--- config.mk ---
export PLATFORM = sky130hd
export DESIGN_NAME = jtag_mem_bridge
export DESIGN_NICKNAME = d
export VERILOG_FILES = /design/src/rtl/jtag_mem_bridge.sv
export SDC_FILE = /design/constraint.sdc
export NUM_CORES = 1
export LEC_CHECK = 0
export BUFFER_PORTS_ARGS = -buffer_cell sky130_fd_sc_hd__buf_2
export CORE_UTILIZATION = 55
export DETAILED_ROUTE_END_ITERATION = 12
export PLACE_DENSITY = 0.86
export SLEW_MARGIN = 10
export SYNTH_ARGS = -nofsm -noshare
export SYNTH_HDL_FRONTEND = slang
export SYNTH_SLANG_ARGS = --single-unit
--- constraint.sdc ---
create_clock -name tck -period 4.19 [get_ports tck]
set_input_delay 0.838 -clock tck [delete_from_list [all_inputs] [get_ports tck]]
set_output_delay 0.838 -clock tck [all_outputs]
set_load 0.05 [all_outputs]
--- src/rtl/jtag_mem_bridge.sv ---
// jtag_mem_bridge: JTAG virtual-DR bridge onto one of CHANNELS memory ports.
// Serves the IDENT, read/write address, read/write data, channel select and
// status data registers behind a jtag_tap. Reads use a req/valid handshake
// with arbitrary latency. Writes are a single-cycle strobe.
// Optional feature: define JTAG_MEM_AUTOINC_EN to enable address
// auto-increment. An IRDATA update then prefetches the next word, and each
// write strobe advances the write address.
module jtag_mem_bridge #(
    parameter int DR_LENGTH = 32,
    parameter int ADDR_W    = 10,
    parameter int CHANNELS  = 4,
    parameter int CH_W      = (CHANNELS > 1) ? $clog2(CHANNELS) : 1,
    parameter logic [DR_LENGTH-1:0] IDENT = 'h4A544731,
    parameter int IR_LENGTH = 4,
    parameter logic [IR_LENGTH-1:0] IBYPASS = 'hF,
    parameter logic [IR_LENGTH-1:0] IIDENT  = 'h1,
    parameter logic [IR_LENGTH-1:0] IRADDR  = 'h2,
    parameter logic [IR_LENGTH-1:0] IWADDR  = 'h3,
    parameter logic [IR_LENGTH-1:0] IRDATA  = 'h4,
    parameter logic [IR_LENGTH-1:0] IWDATA  = 'h5,
    parameter logic [IR_LENGTH-1:0] ICHAN   = 'h6,
    parameter logic [IR_LENGTH-1:0] ISTAT   = 'h7
) (
    input  logic                 tck,
    input  logic                 rst,
    input  logic                 tdi,
    output logic                 tdo,
    input  logic [IR_LENGTH-1:0] ir,
    input  logic                 capture_dr,
    input  logic                 shift_dr,
    input  logic                 update_dr,
    output logic [CH_W-1:0]      mem_chan,
    output logic [ADDR_W-1:0]    mem_raddr,
    output logic                 mem_rd_req,
    input  logic                 mem_rvalid,
    input  logic [DR_LENGTH-1:0] mem_rdata,
    output logic [ADDR_W-1:0]    mem_waddr,
    output logic [DR_LENGTH-1:0] mem_wdata,
    output logic                 mem_we
);

    typedef enum logic {
        R_IDLE = 1'b0,
        R_WAIT = 1'b1
    } rd_state_e;

    rd_state_e             state_q, state_d;
    logic [DR_LENGTH-1:0]  sr_q, sr_d;
    logic [DR_LENGTH-1:0]  wdata_q, wdata_d;
    logic [DR_LENGTH-1:0]  rdata_hold_q, rdata_hold_d;
    logic [ADDR_W-1:0]     raddr_q, raddr_d;
    logic [ADDR_W-1:0]     waddr_q, waddr_d;
    logic [CH_W-1:0]       chan_q, chan_d;
    logic                  bypass_q, bypass_d;
    logic                  overrun_q, overrun_d;
    logic                  rd_req_q, rd_req_d;
    logic                  we_q, we_d;

    logic                  rd_pending;
    logic                  issue;        // a read is requested this cycle
    logic                  stat_clear;   // ISTAT captured: clear overrun
    logic                  stale_read;   // IRDATA captured while a read is in flight
    logic [DR_LENGTH-1:0]  stat_word;

    assign rd_pending = (state_q == R_WAIT);

    assign tdo        = (ir == IBYPASS) ? bypass_q : sr_q[0];
    assign mem_chan   = chan_q;
    assign mem_raddr  = raddr_q;
    assign mem_rd_req = rd_req_q;
    assign mem_waddr  = waddr_q;
    assign mem_wdata  = wdata_q;
    assign mem_we     = we_q;

    // Status word: channel in the low bits, then rd_pending, then overrun.
    always_comb begin
        stat_word             = '0;
        stat_word[CH_W-1:0]   = chan_q;
        stat_word[CH_W]       = rd_pending;
        stat_word[CH_W+1]     = overrun_q;
    end

    // DR datapath: capture, shift and update of the data registers.
    // NOTE: every signal gets a default before any branch, so no path leaves it unassigned and no latch is inferred.
    always_comb begin
        sr_d       = sr_q;
        bypass_d   = tdi;
        raddr_d    = raddr_q;
        waddr_d    = waddr_q;
        wdata_d    = wdata_q;
        chan_d     = chan_q;
        we_d       = 1'b0;
        issue      = 1'b0;
        stat_clear = 1'b0;
        stale_read = 1'b0;

`ifdef JTAG_MEM_AUTOINC_EN
        // Advance the write address as the strobe drops.
        if (we_q) begin
            waddr_d = waddr_q + ADDR_W'(1);
        end
`endif

        if (capture_dr) begin
            case (ir)
                IIDENT: sr_d = IDENT;
                IRADDR: sr_d = DR_LENGTH'(raddr_q);
                IWADDR: sr_d = DR_LENGTH'(waddr_q);
                IWDATA: sr_d = wdata_q;
                ICHAN:  sr_d = DR_LENGTH'(chan_q);
                IRDATA: begin
                    sr_d       = rdata_hold_q;
                    stale_read = rd_pending;
                end
                ISTAT: begin
                    sr_d       = stat_word;
                    stat_clear = 1'b1;
                end
                default: ;
            endcase
        end else if (shift_dr) begin
            sr_d = {tdi, sr_q[DR_LENGTH-1:1]};
        end

        if (update_dr) begin
            case (ir)
                IRADDR: begin
                    raddr_d = sr_q[ADDR_W-1:0];
                    issue   = 1'b1;
                end
                IWADDR: waddr_d = sr_q[ADDR_W-1:0];
                IWDATA: begin
                    wdata_d = sr_q;
                    we_d    = 1'b1;
                end
                ICHAN: begin
                    // Out-of-range channel numbers are ignored.
                    if (sr_q < DR_LENGTH'(CHANNELS)) begin
                        chan_d = sr_q[CH_W-1:0];
                    end
                end
`ifdef JTAG_MEM_AUTOINC_EN
                IRDATA: begin
                    raddr_d = raddr_q + ADDR_W'(1);
                    issue   = 1'b1;
                end
`endif
                default: ;
            endcase
        end
    end

    // Read FSM: issue request, wait for valid, latch data; track overrun.
    always_comb begin
        state_d      = state_q;
        rd_req_d     = 1'b0;
        rdata_hold_d = rdata_hold_q;
        overrun_d    = overrun_q;

        if (stat_clear) begin
            overrun_d = 1'b0;
        end
        if (stale_read) begin
            overrun_d = 1'b1;
        end

        case (state_q)
            R_IDLE: begin
                if (issue) begin
                    state_d  = R_WAIT;
                    rd_req_d = 1'b1;
                end
            end
            R_WAIT: begin
                if (mem_rvalid) begin
                    rdata_hold_d = mem_rdata;
                    state_d      = R_IDLE;
                    // A new read issued as the old one completes is accepted.
                    if (issue) begin
                        state_d  = R_WAIT;
                        rd_req_d = 1'b1;
                    end
                end else if (issue) begin
                    overrun_d = 1'b1;
                end
            end
            default: state_d = R_IDLE;
        endcase
    end

    // State registers with synchronous reset.
    // NOTE: sequential state uses non-blocking assignments so every flop samples pre-edge values.
    always_ff @(posedge tck) begin
        if (rst) begin
            state_q      <= R_IDLE;
            sr_q         <= '0;
            bypass_q     <= 1'b0;
            raddr_q      <= '0;
            waddr_q      <= '0;
            wdata_q      <= '0;
            rdata_hold_q <= '0;
            chan_q       <= '0;
            overrun_q    <= 1'b0;
            rd_req_q     <= 1'b0;
            we_q         <= 1'b0;
        end else begin
            state_q      <= state_d;
            sr_q         <= sr_d;
            bypass_q     <= bypass_d;
            raddr_q      <= raddr_d;
            waddr_q      <= waddr_d;
            wdata_q      <= wdata_d;
            rdata_hold_q <= rdata_hold_d;
            chan_q       <= chan_d;
            overrun_q    <= overrun_d;
            rd_req_q     <= rd_req_d;
            we_q         <= we_d;
        end
    end

endmodule
# Word-level counts from Yosys, hierarchy flattened
# Cells that the tools add are included.
[totals] word_cells=52 output_inout_bits=57 romBits=0 register_bits=123 latch_bits=0 mem_bits_rw=0 mem_count=0 input_bits=43
[classes] eq_ne=9 order_cmp=1 shift=0 n_addsub=0 bitwise_logic=2 div_mod_pow=0 multipliers=0 muxes=21 n_reduce_logical=8
[op_table] operator="$pmux W32 S7" n=1
[op_table] operator="$mux W32" n=2
[op_table] operator="$lt A32 B3 Y1 const B" n=1
[op_table] operator="$eq A4 B3 Y1 const B" n=4
[op_table] operator="$mux W1" n=16
[op_table] operator="$reduce_and A2 Y1" n=5
[op_table] operator="$eq A4 B2 Y1 const B" n=2
[op_table] operator="$ne A8 B1 Y1 const B" n=1
[op_table] operator="$eq A4 B1 Y1 const B" n=1
[op_table] operator="$eq A4 B4 Y1 const B" n=1
[op_table] operator="$pmux W1 S2" n=2
[op_table] operator="$reduce_and A3 Y1" n=1
[op_table] operator="$not A1 Y1" n=2
[op_table] operator="$reduce_bool A2 Y1" n=1
[op_table] operator="$reduce_or A2 Y1" n=1

# Depth between registers and ports, before layout
[logic_depth] ltp_word=8 depth_mapped=7 mapped_depth_nobuf=4

# Worst setup path before layout
# No wires, ideal clock.
[synth_timing] path_type="in2out" start="input port ir[0]" end="output port tdo" t_arrival_ps=1771 n_path_buf=2 cell_stages=4 setup_slack_ps=1581 t_required_ps=3352 path_cell_list="buf_2 -> buf_2 -> nand4_1 -> mux2_2"
[synth_between] elab_chain_len=2
[synth_lines] item="start, declared" line_no="28" text="input logic [IR_LENGTH-1:0] ir,"
[synth_lines] item="$eq A4 B4 Y1" line_no="67" text="assign tdo = (ir == IBYPASS) ? bypass_q : sr_q[0];"
[synth_lines] item="$mux W1" line_no="67"
[synth_lines] item="end, declared" line_no="27" text="output logic tdo,"
# No other way between the ends.

# Worst setup path in the final report
# Same ends and word-level chain as after synthesis.

==> flow_metrics.tcl <==
set metrics [dict create \
    cts-root-to-sink-buffers 2 \
    synth_top_cell_area_share_pct 45.5 \
    grt_util_met2_pct 50.2 \
    clock_tree.root_cell "sky130_fd_sc_hd__clkbuf_8" \
    path_clk_slew_ps 60 \
    grt_pass1_vias 4960 \
    routed_via_density 5.86 \
    cap_violations 0 \
    ys_seq_elements 123 \
    pwr-share-clk_pct 52.5 \
    fmaxAchievable_ghz 0.336 \
    worst_clock_skew_ps 6.09 \
    edff_count_synth 0 \
    diodes 0 \
    clock_sinks 123 \
    cts_setup_buffers 0 \
    antenna_left 0 \
    critical_path.max_fanout 27 \
    critical_path_arrival_ps 2130 \
    core-area_mm2 0.00937 \
    detail_route.wl_per_cell_um 17.4 \
    power_frac_comb_pct 6.7 \
    fin_nets 780 \
    dpl-instance-area_mm2 0.00584 \
    hold_path_class "reg -> reg" \
    synthCells 667 \
    synth.avg_cell_area_um2 8.12 \
    routed_wirelength_mm 15.3 \
    overflow_left_after_global_routing 0 \
    globalRouteTotalUtil_pct 31.0 \
    timing.setup.tns_ps 0 \
    clk_latency_ps 520 \
    p_int_mw 2.32 \
    net_count_after_synthesis 710 \
    grt_util_met3_pct 7.04 \
    dr_total_vias 5154 \
    post-dp-hpwl_mm 9.87 \
    path_class "in -> out" \
    initial_core_util_pct 57.8 \
    grt_setup_unrepaired "no" \
    finalSetupViolations 0 \
    first_iter_violations 407 \
    most-common-layout-cells "sky130_fd_sc_hd__nand2_1, sky130_fd_sc_hd__dfxtp_1, sky130_fd_sc_hd__a21oi_1" \
    ys_types 46 \
    post_synth_instance_area_mm2 0.00541 \
    io_buffers 99 \
    worstMarginPinSlew_ps 1160 \
    netSwitchingPower_uw 696 \
    synth_top_area_cell "sky130_fd_sc_hd__dfxtp_1" \
    post_cts_resized 0 \
    routabilityCongestion 1.01 \
    asyncSetResetFlopFracSynth_pct 0 \
    numCtsBuffers 17 \
    grt_util_met1_pct 39.9 \
    endpoint_kind "primary output" \
    std_cell_rows 35 \
    power.static_leakage_nw 2.56 \
    synth-seq-area-share_pct 45.5 \
    tritoncts "done" \
    total_area_of_multi_input_combinational_cells_mm2 0.00265 \
    layout.cells.most_common "sky130_fd_sc_hd__nand2_1" \
    critPathLaunchType "input port" \
    die_w_um 101 \
    critical_path_required_ps 3350 \
    die_h_um 101 \
    io-pin-count 100 \
    layout-drive-gt1-share_pct 19.9 \
    slew-limit-headroom_pct 22.4 \
    postLayoutCellArea_mm2 0.00648 \
    seq_power_share_pct 40.9 \
    seq_area_mm2 0.00246 \
    post_synth_main_area_contributors "sky130_fd_sc_hd__dfxtp_1, sky130_fd_sc_hd__nand2_1, sky130_fd_sc_hd__a21oi_1" \
    ys.warnings.count 0 \
    drt_pre_antenna_iters 5 \
    drt_drc_violations_left 0 \
    most_utilized_layer_in_the_global_route_result "met2" \
    cts-htree-levels 4 \
    period_utilization_pct 70.9 \
    number_of_antenna_violations_at_the_first_check_in_global_routing 0 \
    wire_length_of_the_first_global_routing_pass_mm 24.5 \
    run_status "completed" \
    areaGrowthSynthToFinish_pct 19.7 \
    power.switching_fraction_pct 23.1 \
    postCtsHoldBufs 0 \
    filler_cell_count 755 \
    final_period_minus_worst_setup_slack_ps 2970 \
    ir_drop_uv 272 \
    power_per_cell_area_mw_per_mm2 466 \
    grt_start_max_net_pins 69 \
    finalHoldViolations 0 \
    die_area_mm2 0.0102 \
    ys.flop_type "sky130_fd_sc_hd__dfxtp_1" \
    maxSlewViolCount 0 \
]
==> path summary, 6_finish.rpt <==
check                                 startpoint                to  slack, ps  depth (start not counted)
worst max-delay path                       ir[0]               tdo       1220                          4
worst min-delay path            rdata_hold_q[30]  rdata_hold_q[30]        450                          2
worst max register to register        rd_pending   rdata_hold_q[4]       2430                          3
worst min register to register  rdata_hold_q[30]  rdata_hold_q[30]        450                          2
==> metal layers <==
metal  up-vias  share of wire [%]
met5         -                  0
met4         0                2.1
met3        29                8.2
met2       252                 48
met1      2425                 42
li1       2448                  -
==> power by group through the flow <==
stage | Sequential (mW) | Clock, mW | Combinational, mW
2_1_floorplan | 1.25 | 0 | 0.138
3_3_place_gp | 1.25 | 0 | 0.188
3_5_place_dp | 1.26 | 0 | 0.194
4_1_cts | 1.23 | 1.59 | 0.197
5_1_grt | 1.23 | 1.64 | 0.217
6_report | 1.23 | 1.58 | 0.201
==> worst max-delay path, cell delays in order <==
cell	delay (ps)
sky130_fd_sc_hd__buf_2	540
sky130_fd_sc_hd__nand4_1	220
sky130_fd_sc_hd__mux2_2	310
sky130_fd_sc_hd__buf_2	210
==> layout make-up <==
class	instances	area share, %
well taps	129	2.49
clock buffers	20	6.87
flip-flops and latches	123	38.0
repair buffers	107	8.61
inverters	2	0.116
multi-input cells	486	40.9
clock inverters	12	2.99
==> per-stage QoR <==
| stage | utilization (%) | cells | setup WS [ps] | power [mW] | hold WS [ps] |
|---|---|---|---|---|---|
| after floorplan | - | 667 | 1580 | 1.39 | 436 |
| after global placement | 62.3 | 847 | 1070 | 1.44 | 440 |
| after detailed placement | 62.3 | 847 | 874 | 1.45 | 446 |
| after CTS | 69.2 | 879 | 1210 | 3.01 | 454 |
| after global routing | 69.2 | 879 | 1180 | 3.09 | 478 |
| final | 69.2 | 879 | 1220 | 3.02 | 453 |
==> synth_stat cells, drive strengths merged, types with 5 or more instances <==
library cell,instances
nand3b,8
o221ai,12
nand4,6
mux2i,46
o21ai,9
nand2,165
a21oi,114
a211oi,17
dfxtp,123
buf,30
nor2,57
o2bb2ai,5
clkbuf,26
nor4,8
==> cells by family after synthesis <==
logic type,share of synthesized area (%)
buf+inv,5.52
compound gates,18.5
mux,8.92
flops,45.5
simple gates,21.6
==> state kept, by name, indices dropped and copies added (netlist names), 2 cells and up <==
name and cells:
mem_waddr 10, mem_wdata 32, mem_chan 2, rdata_hold_q 32, mem_raddr 10, sr_q 32
No activity file was read; power rests on OpenSTA's default activity.
